## src/rtl/dmem_access_guard.sv

```systemverilog
`default_nettype none
// ============================================================================
// Module   : dmem_access_guard
// Brief    : MEM-stage data-memory access checker. Flags misaligned accesses
//            and accesses outside NRGN legal regions, forwards legal accesses
//            through a one-entry valid/ready stage, and holds illegal ones as
//            a RISC-V exception (cause + tval) until the trap unit acks it.
// Options  : DAG_STATS_EN - adds saturating misalign/fault exception counters
//            on ports stat_mis / stat_flt.
// Revision : 1.0 - initial release
// ============================================================================
module dmem_access_guard #(
    parameter int                     ADDR_W   = 32,
    parameter int                     NRGN     = 2,
    parameter logic [NRGN*ADDR_W-1:0] RGN_BASE = {32'h0000_0400, 32'h0000_0000},
    parameter logic [NRGN*6-1:0]      RGN_LOG2 = {6'd10, 6'd8}
) (
    input  logic              clk,
    input  logic              rst_n,
    input  logic              flush,
    input  logic              req_valid,
    output logic              req_ready,
    input  logic              req_load,
    input  logic              req_store,
    input  logic [1:0]        req_size,
    input  logic [ADDR_W-1:0] req_addr,
    output logic              out_valid,
    input  logic              out_ready,
    output logic              out_store,
    output logic [1:0]        out_size,
    output logic [ADDR_W-1:0] out_addr,
    output logic              exc_valid,
    output logic [3:0]        exc_cause,
    output logic [ADDR_W-1:0] exc_tval,
`ifdef DAG_STATS_EN
    output logic [15:0]       stat_mis,
    output logic [15:0]       stat_flt,
`endif
    input  logic              exc_ack
);

    localparam logic [3:0] c_cause_ld_mis = 4'd4;
    localparam logic [3:0] c_cause_ld_flt = 4'd5;
    localparam logic [3:0] c_cause_st_mis = 4'd6;
    localparam logic [3:0] c_cause_st_flt = 4'd7;

    // RUN accepts requests; TRAP blocks them while an exception is held.
    typedef enum logic [0:0] {
        ST_RUN  = 1'b0,
        ST_TRAP = 1'b1
    } state_t;

    state_t            r_state;
    state_t            w_state_nxt;
    logic              w_ready;
    logic              w_is_mem;
    logic              w_misalign;
    logic [NRGN-1:0]   w_hit;
    logic              w_fault;
    logic              w_accept;
    logic              w_take_out;
    logic              w_take_exc;
    logic [3:0]        w_cause;

    logic              r_out_valid;
    logic              r_out_store;
    logic [1:0]        r_out_size;
    logic [ADDR_W-1:0] r_out_addr;
    logic              r_exc_valid;
    logic [3:0]        r_exc_cause;
    logic [ADDR_W-1:0] r_exc_tval;

    // Region hit: all address bits above the region size match the base.
    generate
        for (genvar gi = 0; gi < NRGN; gi++) begin : g_rgn
            localparam logic [ADDR_W-1:0] c_base = RGN_BASE[gi*ADDR_W +: ADDR_W];
            localparam int                c_log2 = int'(RGN_LOG2[gi*6 +: 6]);
            assign w_hit[gi] = ((req_addr ^ c_base) >> c_log2) == '0;
        end
    endgenerate

    // Alignment check; the reserved size code is reported as misaligned.
    always_comb begin
        w_misalign = 1'b0;
        case (req_size)
            2'b00:   w_misalign = 1'b0;
            2'b01:   w_misalign = req_addr[0];
            2'b10:   w_misalign = |req_addr[1:0];
            default: w_misalign = 1'b1;
        endcase
    end

    assign w_fault    = ~|w_hit;
    assign w_is_mem   = req_load | req_store;
    assign w_accept   = req_valid & w_ready;
    assign w_take_exc = w_accept & w_is_mem & (w_misalign | w_fault);
    assign w_take_out = w_accept & w_is_mem & ~w_misalign & ~w_fault;

    // Store wins over load; misalign wins over fault.
    always_comb begin
        w_cause = c_cause_ld_flt;
        if (req_store) w_cause = w_misalign ? c_cause_st_mis : c_cause_st_flt;
        else           w_cause = w_misalign ? c_cause_ld_mis : c_cause_ld_flt;
    end

    // State register.
    always_ff @(posedge clk or negedge rst_n) begin
        if (!rst_n) r_state <= ST_RUN;
        else        r_state <= w_state_nxt;
    end

    // Next-state and request-ready decode; flush always returns to RUN.
    always_comb begin
        w_state_nxt = r_state;
        w_ready     = 1'b0;
        case (r_state)
            ST_RUN: begin
                w_ready = ~flush & (~r_out_valid | out_ready);
                if (w_take_exc) w_state_nxt = ST_TRAP;
            end
            ST_TRAP: begin
                if (exc_ack) w_state_nxt = ST_RUN;
            end
            default: w_state_nxt = ST_RUN;
        endcase
        if (flush) w_state_nxt = ST_RUN;
    end

    // Output stage: load on legal accept, empty on drain, held while stalled.
    always_ff @(posedge clk or negedge rst_n) begin
        if (!rst_n) begin
            r_out_valid <= 1'b0;
            r_out_store <= 1'b0;
            r_out_size  <= 2'b00;
            r_out_addr  <= '0;
        end else if (flush) begin
            r_out_valid <= 1'b0;
        end else if (w_take_out) begin
            r_out_valid <= 1'b1;
            r_out_store <= req_store;
            r_out_size  <= req_size;
            r_out_addr  <= req_addr;
        end else if (out_ready) begin
            r_out_valid <= 1'b0;
        end
    end

    // Exception holder: latched on illegal accept, cleared by ack or flush.
    always_ff @(posedge clk or negedge rst_n) begin
        if (!rst_n) begin
            r_exc_valid <= 1'b0;
            r_exc_cause <= 4'd0;
            r_exc_tval  <= '0;
        end else if (flush) begin
            r_exc_valid <= 1'b0;
        end else if (w_take_exc) begin
            r_exc_valid <= 1'b1;
            r_exc_cause <= w_cause;
            r_exc_tval  <= req_addr;
        end else if (r_exc_valid & exc_ack) begin
            r_exc_valid <= 1'b0;
        end
    end

`ifdef DAG_STATS_EN
    logic [15:0] r_stat_mis;
    logic [15:0] r_stat_flt;

    // Saturating exception counters; deliberately untouched by flush.
    always_ff @(posedge clk or negedge rst_n) begin
        if (!rst_n) begin
            r_stat_mis <= 16'h0000;
            r_stat_flt <= 16'h0000;
        end else if (w_take_exc) begin
            if (w_misalign) begin
                if (r_stat_mis != 16'hFFFF) r_stat_mis <= r_stat_mis + 16'h0001;
            end else begin
                if (r_stat_flt != 16'hFFFF) r_stat_flt <= r_stat_flt + 16'h0001;
            end
        end
    end

    assign stat_mis = r_stat_mis;
    assign stat_flt = r_stat_flt;
`endif

    assign req_ready = w_ready;
    assign out_valid = r_out_valid;
    assign out_store = r_out_store;
    assign out_size  = r_out_size;
    assign out_addr  = r_out_addr;
    assign exc_valid = r_exc_valid;
    assign exc_cause = r_exc_cause;
    assign exc_tval  = r_exc_tval;

endmodule
`default_nettype wire
```

## config.mk

```make
export PLATFORM = sky130hd
export DESIGN_NAME = dmem_access_guard
export DESIGN_NICKNAME = d
export VERILOG_FILES = /design/src/rtl/dmem_access_guard.sv
export SDC_FILE = /design/constraint.sdc
export NUM_CORES = 1
export LEC_CHECK = 0
export CORE_MARGIN = 4
export CORE_UTILIZATION = 42
export DETAILED_ROUTE_END_ITERATION = 6
export PLACE_DENSITY = 0.79
export SLEW_MARGIN = 40
export SYNTH_ARGS = -nofsm -noshare
export SYNTH_HDL_FRONTEND = slang
export SYNTH_SLANG_ARGS = --single-unit
```

## constraint.sdc

```tcl
create_clock -name clk -period 2.55 [get_ports clk]
set_input_delay 0.765 -clock clk [delete_from_list [all_inputs] [get_ports clk]]
set_output_delay 0.765 -clock clk [all_outputs]
set_load 0.02 [all_outputs]
```

; ---- After elaboration in Yosys (flattened, before gate mapping)
; Cells that the tools add are included.
[totals]
inputBits = 42
ff_bits = 74
out_inout_bits = 74
elab_cells = 50
[op_classes]
n_reduce_logical = 10
muxes = 15
n_eq_ne = 2
bitwise_logic = 15
[op_table]
columns = cell, n
row1 = $logic_not A32 Y1, 2
row2 = $mux W1, 12
row3 = $and A1 B1 Y1, 7
row4 = $reduce_bool A3 Y1, 2
row5 = $not A1 Y1, 5
row6 = $reduce_and A2 Y1, 2
row7 = $reduce_or A2 Y1, 2
row8 = $or A1 B1 Y1, 3
row9 = $pmux W1 S3, 1
row10 = $eq A2 B1 Y1 const B, 1
row11 = $eq A2 B2 Y1 const B, 1
row12 = $logic_not A2 Y1, 1
row13 = $mux W2, 1
row14 = $pmux W1 S2, 1
row15 = $logic_not A1 Y1, 1

; ---- Depth between registers and ports, before layout
; Gate-level depths: netlist of the first run.
[depth]
word_depth = 10
ltp_mapped = 5
depth_no_buf = 4

; ---- Worst setup path after synthesis of the first run
; No wires, ideal clock.
[synth_path]
path_kind = input-to-reg
startpoint = in flush
endpoint = reg r_out_addr[10], in the netlist out_addr[10]
t_required_ns = 2.425
setup_ns = 0.125
t_arrival_ns = 2.317
path_buffers = 1
slack_ns = 0.109
cell_stages = 4
cell_sequence = or4_4 -> nor4_4 -> buf_6 -> mux2_2
[synth_via]
elab_chain_len = 8
[synth_rtl]
columns = item, line
row1 = from (decl), 20  ; input logic flush,
row2 = $not A1 Y1 (no line) *, --
row3 = $and A1 B1 Y1, 118  ; w_ready = ~flush & (~r_out_valid | out_ready);
row4 = $mux W1, 116  ; case (r_state)
row5 = $and A1 B1 Y1, 95  ; assign w_accept = req_valid & w_ready;
row6 = $and A1 B1 Y1 (3 in a row), 97  ; assign w_take_out = w_accept & w_is_mem & ~w_misalign & ~w_fault;
row7 = $reduce_and A2 Y1 (no line) *, --
row8 = to (signal assigned), 142  ; r_out_addr <= req_addr;
row9 = to (decl), 68  ; logic [ADDR_W-1:0] r_out_addr;
; Mark *: on every way between the ends. The rest lies on a longest branch, timed or not.
; A chain may end at the register's enable or synchronous reset.

; ---- Final worst setup path of the first run
[layout_path]
startpoint = in req_valid
endpoint = reg r_out_addr[1], in the netlist out_addr[1]
[layout_via]
elab_chain_len = 5
[layout_rtl]
columns = item, line
row1 = from (decl), 21  ; input logic req_valid,
row2 = $and A1 B1 Y1, 95
row3 = $and A1 B1 Y1 (3 in a row), 97
row4 = $reduce_and A2 Y1 (no line), --
; Every way passes these cells.

==> results of run 1 <==
per-layer routing:
layer / share of wire [%] / vias to the layer above
met1: 40 / 975
met2: 49 / 75
met5: 0 / -
met3: 8.6 / 13
li1: - / 908
met4: 2.0 / 0
worst max-delay path, cell delays in order:
cell and delay, ns:
clkdlybuf4s50_1 0.48, o21ai_2 0.06, or4_4 0.44, nor4_4 0.31, clkbuf_16 0.20, clkbuf_16 0.13, mux2_2 0.32
synthesized netlist by cell type (all sizes together), types with 2 or more instances:
library cell / count / share of area, %
buf: 6 / 2.1
dfrtp: 73 / 66
inv: 2 / 0.27
mux2: 47 / 19
nand2: 4 / 0.55
nor2: 4 / 0.55
nor2b: 22 / 5.3
nor3: 3 / 0.55
nor4: 6 / 1.9
path summary, 6_finish.rpt:
check                                      endpoint  slack, ns
setup / recovery            out_addr[1]$_DFFE_PN0P_       0.04
hold / removal             exc_tval[23]$_DFFE_PN0P_       0.35
setup reg to reg            out_addr[1]$_DFFE_PN0P_       0.46
hold reg to reg               exc_valid$_DFFE_PN0P_       0.49
max in group asynchronous  out_addr[15]$_DFFE_PN0P_       1.64
min in group clk              exc_valid$_DFFE_PN0P_       0.49
registers in the layout (all words and copies together), names as in the netlist:
signal and cells:
exc_tval 32, out_addr 32, exc_cause 3, out_size 2
exc_valid 1, out_store 1, out_valid 1, r_state 1
cell families (layout without fill, tap and decap cells):
logic type,Yosys count,in the layout,share of synthesized area [%]
simple gates,42,42,9.69
compound gates,6,6,1.96
buf+inv,9,161,2.50
mux,47,47,19.3
flops,73,73,66.5
other cells,1,1,0.136
layout make-up:
type	instances	area, um2
Sequential cell	73	1830
Fill cell	440	1820
Timing Repair Buffer	143	1500
Multi-Input combinational cell	96	896
Clock buffer	10	138
Tap cell	77	96.3
Clock inverter	6	67.6
Inverter	2	7.51
power groups by stage:
stage / Combinational, mW / Clock, mW / Sequential (mW)
after detailed placement: 0.685 / 0 / 1.36
after global routing: 0.734 / 0.993 / 1.35
final: 0.691 / 0.912 / 1.34
after CTS: 0.696 / 0.936 / 1.34
after global placement: 0.675 / 0 / 1.36
after floorplan: 0.140 / 0 / 1.51
through the flow:
step,cells,cell area [um2]
global route,407,4530
finish,407,4530
global placement,384,4130
detailed placement,384,4130
CTS,402,4370
floorplan,178,2750
timing repair:
item,in CTS,in global routing
resized for setup,4,28
setup buffers,1,4
pin swaps,2,7
setup endpoints to repair,49,63
hold buffers,0,0
gates cloned,1,1
==> impl_results.md, run 1 <==
* Run status: finished clean
* # diodes at 0
* Drt initial violations at 27
* FF-to-FF path depth at 6
* Sw Ratio at between 20% and 30%
* Gr busiest metal: met2
* Fmax at ~400 MHz
* Psw at 808 uW
* GRT overflow at 0
* VDD IR max at approximately 0.46 mV
* Area delta synth->final at 64.9%
* Cell Rows at 29
* Fin crit period at 2.51 ns
* Number of global-route vias before repair at 2114
* P_int at 2.13 mW
* Fin Clk Skew at 0.00454 ns
* Synthesized flop and latch total at 73
* Cells after Synth at ~180
* CP Max Fanout at 4
* Routing usage on met3 at between 7 and 8%
* H-tree Lvls at 3
* Routed Antenna Nets at 0
* Final wirelength at 6.99 mm
* Chip height at about 89 um
* Class of the worst hold path: primary input to async pin
* Syn avg cell area at about 15 um2
* CTS tree: built
* WL/cell at 17.2 um
* Clock slew at reported path FFs at roughly 0.08 ns
* Core ar. at about 6300 um2
* Core Util, Final at a little under three quarters
* Most frequent cells in the layout: clkdlybuf4s50_1 (97), dfrtp_1 (73), mux2_2 (45)
* Setup slack after layout at about 0.043 ns
* Place WS at -0.445 ns
* Global-route wire length before repair at between 10 and 15 mm
* Critical path type: primary input to flip-flop
* Setup TNS at 0 ns
* Worst-margin pin slew at ~0.53 ns
* Arr. time, crit path at 2.72 ns
* Clk sinks at 73
* Via density per instance at 4.84
* Pre-antenna DRT Iters at 4
* Final Max Tran Viols at 0
* Power Dens Cells at 649 nW/um2
* Root cell of the clock tree: clkbuf_8
* Final Setup Violations at 0
* Fin. Hold Viols at 0
* Worst EP required at about 2.8 ns
* Critical Path Start Type: primary input
* Final hold slack at about 0.35 ns
* Post-synth cell types at 25
* Mapped Area at between 2000 and 3000 um2
* Seq/Total Area, Yosys at between 60% and 70%
* Die ar. at 7900 um2
* I/O pin cnt at 116
* Relative slew slack at between 60% and 70%
* Logic pwr share at a little under a quarter
* Seq pwr share at between 40 and 50%
* Drt drc at 0
* CTS buffer count at 9
* Dominant synthesized flop cell: dfrtp_1
* Clock Path Buffers at 2
* Maxcap violations at 0
* Nets at between 300 and 400
* Global Route Usage Sum at 17.6%
* I/O Buffers at roughly 110
* Total power at 2.94 mW
* GR Layer Usage met2 at 28.7%
* EDFF count, synth at 0
* GPL Wtd Cong at approximately 0.75
* Share of layout cells above drive strength 1 at slightly above 30%
* Nets in the synthesized netlist at 220
* CP endpoint kind: flip-flop
* Initial Util at a little over two fifths
* Clock share of power at a little under a third
* Initial antenna violation count at 0
* Hpwl dp at between 4 and 5 mm
* Die Wd at between 80 and 90 um
* Commonest non-fill, non-tap cell in the layout: clkdlybuf4s50_1
* Tcrit/Tclk final at a little over nine tenths
* Vias at just under 2000
* Leakage at 2.16 nW
* Met1 usage at between 20% and 30%
* Setup crit start: req_valid
* Largest net degree at the start of global routing at 44
* Async SR Flop Fraction at 100%
* Worst r2r src: out_valid$_DFFE_PN0P_
* Synth warn at 0
* Worst-skew pair later-pin latency at around 0.33 ns
(Power assumes the default switching activity.)
==> inputs of run 2 (changes only) <==
--- a/config.mk
+++ b/config.mk
@@ -9,7 +9,7 @@
 export CORE_UTILIZATION = 42
 export DETAILED_ROUTE_END_ITERATION = 6
 export PLACE_DENSITY = 0.79
-export SLEW_MARGIN = 40
+export SLEW_MARGIN = 20
 export SYNTH_ARGS = -nofsm -noshare
 export SYNTH_HDL_FRONTEND = slang
 export SYNTH_SLANG_ARGS = --single-unit
==> results of run 2 <==
Final layout, timing and power as in run 1 (identical DEF).
==> edit (flow settings as in run 1) <==
The option `DAG_STATS_EN` is turned on by a define.
--- a/src/rtl/dmem_access_guard.sv
+++ b/src/rtl/dmem_access_guard.sv
@@ -10,4 +10,6 @@
 // Revision : 1.0 - initial release
 // ============================================================================
+`define DAG_STATS_EN
+
 module dmem_access_guard #(
     parameter int                     ADDR_W   = 32,
Formal check against the unedited RTL (old outputs only; new: stat_flt and stat_mis): equivalent (equiv_simple and equiv_induct, registers matched by name and starting in step).
==> edit against run 1 <==
Combinational power rose by 46%. Synthesized area is 56% higher. Cell area rose by 45%. Power is 43% higher. Critical path type unchanged. Setup slack gained 0.015 ns. Routed wire length is 56% higher. Highest routed layer unchanged. Sequential cell count rose by 32. Worst hold slack worse by 0.098 ns. Via count increased by 65%.
==> edit: results (changes against run 1) <==
place:
  placed_cell_area_um2: 6176  # was 4125 µm²
  routabilityCongestion: 0.8811  # was 0.7457
  place_ws_ns: -0.4577  # was -0.4447 ns
  portBuffers: 146  # was 114
  dp.final_hpwl_um: 7881  # was 4716 µm
  place_inst: 631  # was 384
clocking:
  cts_repair_resize_count: 6  # was 4
  cts_setup_buffers: 0  # was 1
  clk_latency_ns: 0.36  # was 0.33 ns
  numCtsBuffers: 9  # unchanged
  root_buffer: "clkbuf_8"  # unchanged
global_route:
  antenna_found_initial: 0  # unchanged
  use_met2_pct: 31.05  # was 28.74%
  track_usage_pct: 18.33  # was 17.55%
  met3_usage_pct: 5.565  # was 7.834%
  use_met1_pct: 22.34  # was 20.83%
  grt_max_degree: 62  # was 44
  grt_pass1_vias: 3414  # was 2114
  grt_pass1_wl_um: 17020  # was 10390 µm
yosys:
  synth_cell_type_count: 39  # was 25
  async_flop_share_pct: 100.0  # unchanged
  yosysSeqAreaShare_pct: 61.35  # was 66.45%
  yosys_warnings: 0  # unchanged
  netlist_top_cells_count: "dfrtp_1 (105), mux2_2 (31), nor2b_1 (22)"  # was dfrtp_1 (73), mux2_2 (45), nor2b_1 (21)
  syn_avg_cell_area_um2: 13.14  # was 15.44 µm²
  synth_edf_count: 0  # unchanged
  syn_nets: 370  # was 220
  ys_top_cells_by_area: "dfrtp_1 (61%), mux2_2 (8.2%), mux2_1 (5.3%)"  # was dfrtp_1 (66%), mux2_2 (18%), nor2b_1 (4.8%)
pwr:
  leakagePower_nw: 3.026  # was 2.165 nW
  peakVddDrop_uv: 479.2  # was 455.9 µV
setup_path:
  arrival_ns: 2.73  # was 2.72 ns
  cpMaxStageDelayCell: "clkdlybuf4s50_1"  # unchanged
  slowest_delay_ns: 0.45  # was 0.48 ns
  cp_max_fo: 5  # was 4
  reg2reg_depth: 7  # was 6
timing:
  worst_pin_slew_ns: 0.5346  # was 0.5260 ns
  fin_skew_ns: 0.008463  # was 0.004540 ns
route:
  drt-initial-drc-count: 76  # was 27
  dr_total_vias: 3247  # was 1971
  highest_layer: "met4"  # unchanged
  drt-total-wl_um: 10870  # was 6987 µm
  drt-met1-wl_um: 4375  # was 2795 µm
  wl_met2_um: 5565  # was 3450 µm
  met3WireLength_um: 705  # was 600 µm
layout:
  drive_above_1_share_pct: 19.85  # was 30.61%
  finish.cell_count_without_fillers: 652  # was 407
  nets: 558  # was 367
run_status:
  status: "finished clean"  # unchanged
[edit: worst paths after layout]
path	end	slack [ns]	from
worst max-delay path	exc_tval[31]$_DFFE_PN0P_	0.06	req_addr[11]
min in group clk	exc_cause[2]$_DFFE_PN0P_	0.49	exc_cause[2]$_DFFE_PN0P_
worst min register to register	exc_cause[2]$_DFFE_PN0P_	0.49	exc_cause[2]$_DFFE_PN0P_
worst min-delay path	stat_mis[11]$_DFFE_PN0P_	0.25	rst_n
max in group asynchronous	exc_tval[7]$_DFFE_PN0P_	1.67	rst_n
worst max register to register	stat_flt[6]$_DFFE_PN0P_	0.45	stat_flt[0]$_DFFE_PN0P_
[edit: where the power goes]
part,internal (mW),total (mW),switching (mW)
Sequential,1.84,2.00,0.158
Clock,0.658,1.21,0.552
Combinational,0.531,1.01,0.474
Total,3.03,4.21,1.18
[edit: cells by family (layout without fill, tap and decap cells)]
| family | count (synthesis) | in the layout | share of synthesized area, % |
|---|---|---|---|
| multiplexers | 51 | 51 | 13.41 |
| AND/OR/NAND/NOR | 113 | 113 | 15.22 |
| XOR/XNOR | 27 | 27 | 5.521 |
| adder cells (fa/ha/maj) | 2 | 2 | 0.5842 |
| AO/OA/AOI/OAI | 11 | 11 | 1.987 |
| other | 1 | 1 | 0.08756 |
| buffers and inverters | 16 | 209 | 1.840 |
| flip-flops | 105 | 105 | 61.35 |
[edit: layout make-up]
| class | count | area (µm²) |
|---|---|---|
| tap | 133 | 166.4 |
| multi-input combinational | 205 | 1609 |
| timing repair buffer | 188 | 1921 |
| fill | 730 | 3279 |
| inverter | 5 | 18.77 |
| clock buffer | 10 | 127.6 |
| clock inverter | 6 | 115.1 |
| sequential | 105 | 2628 |
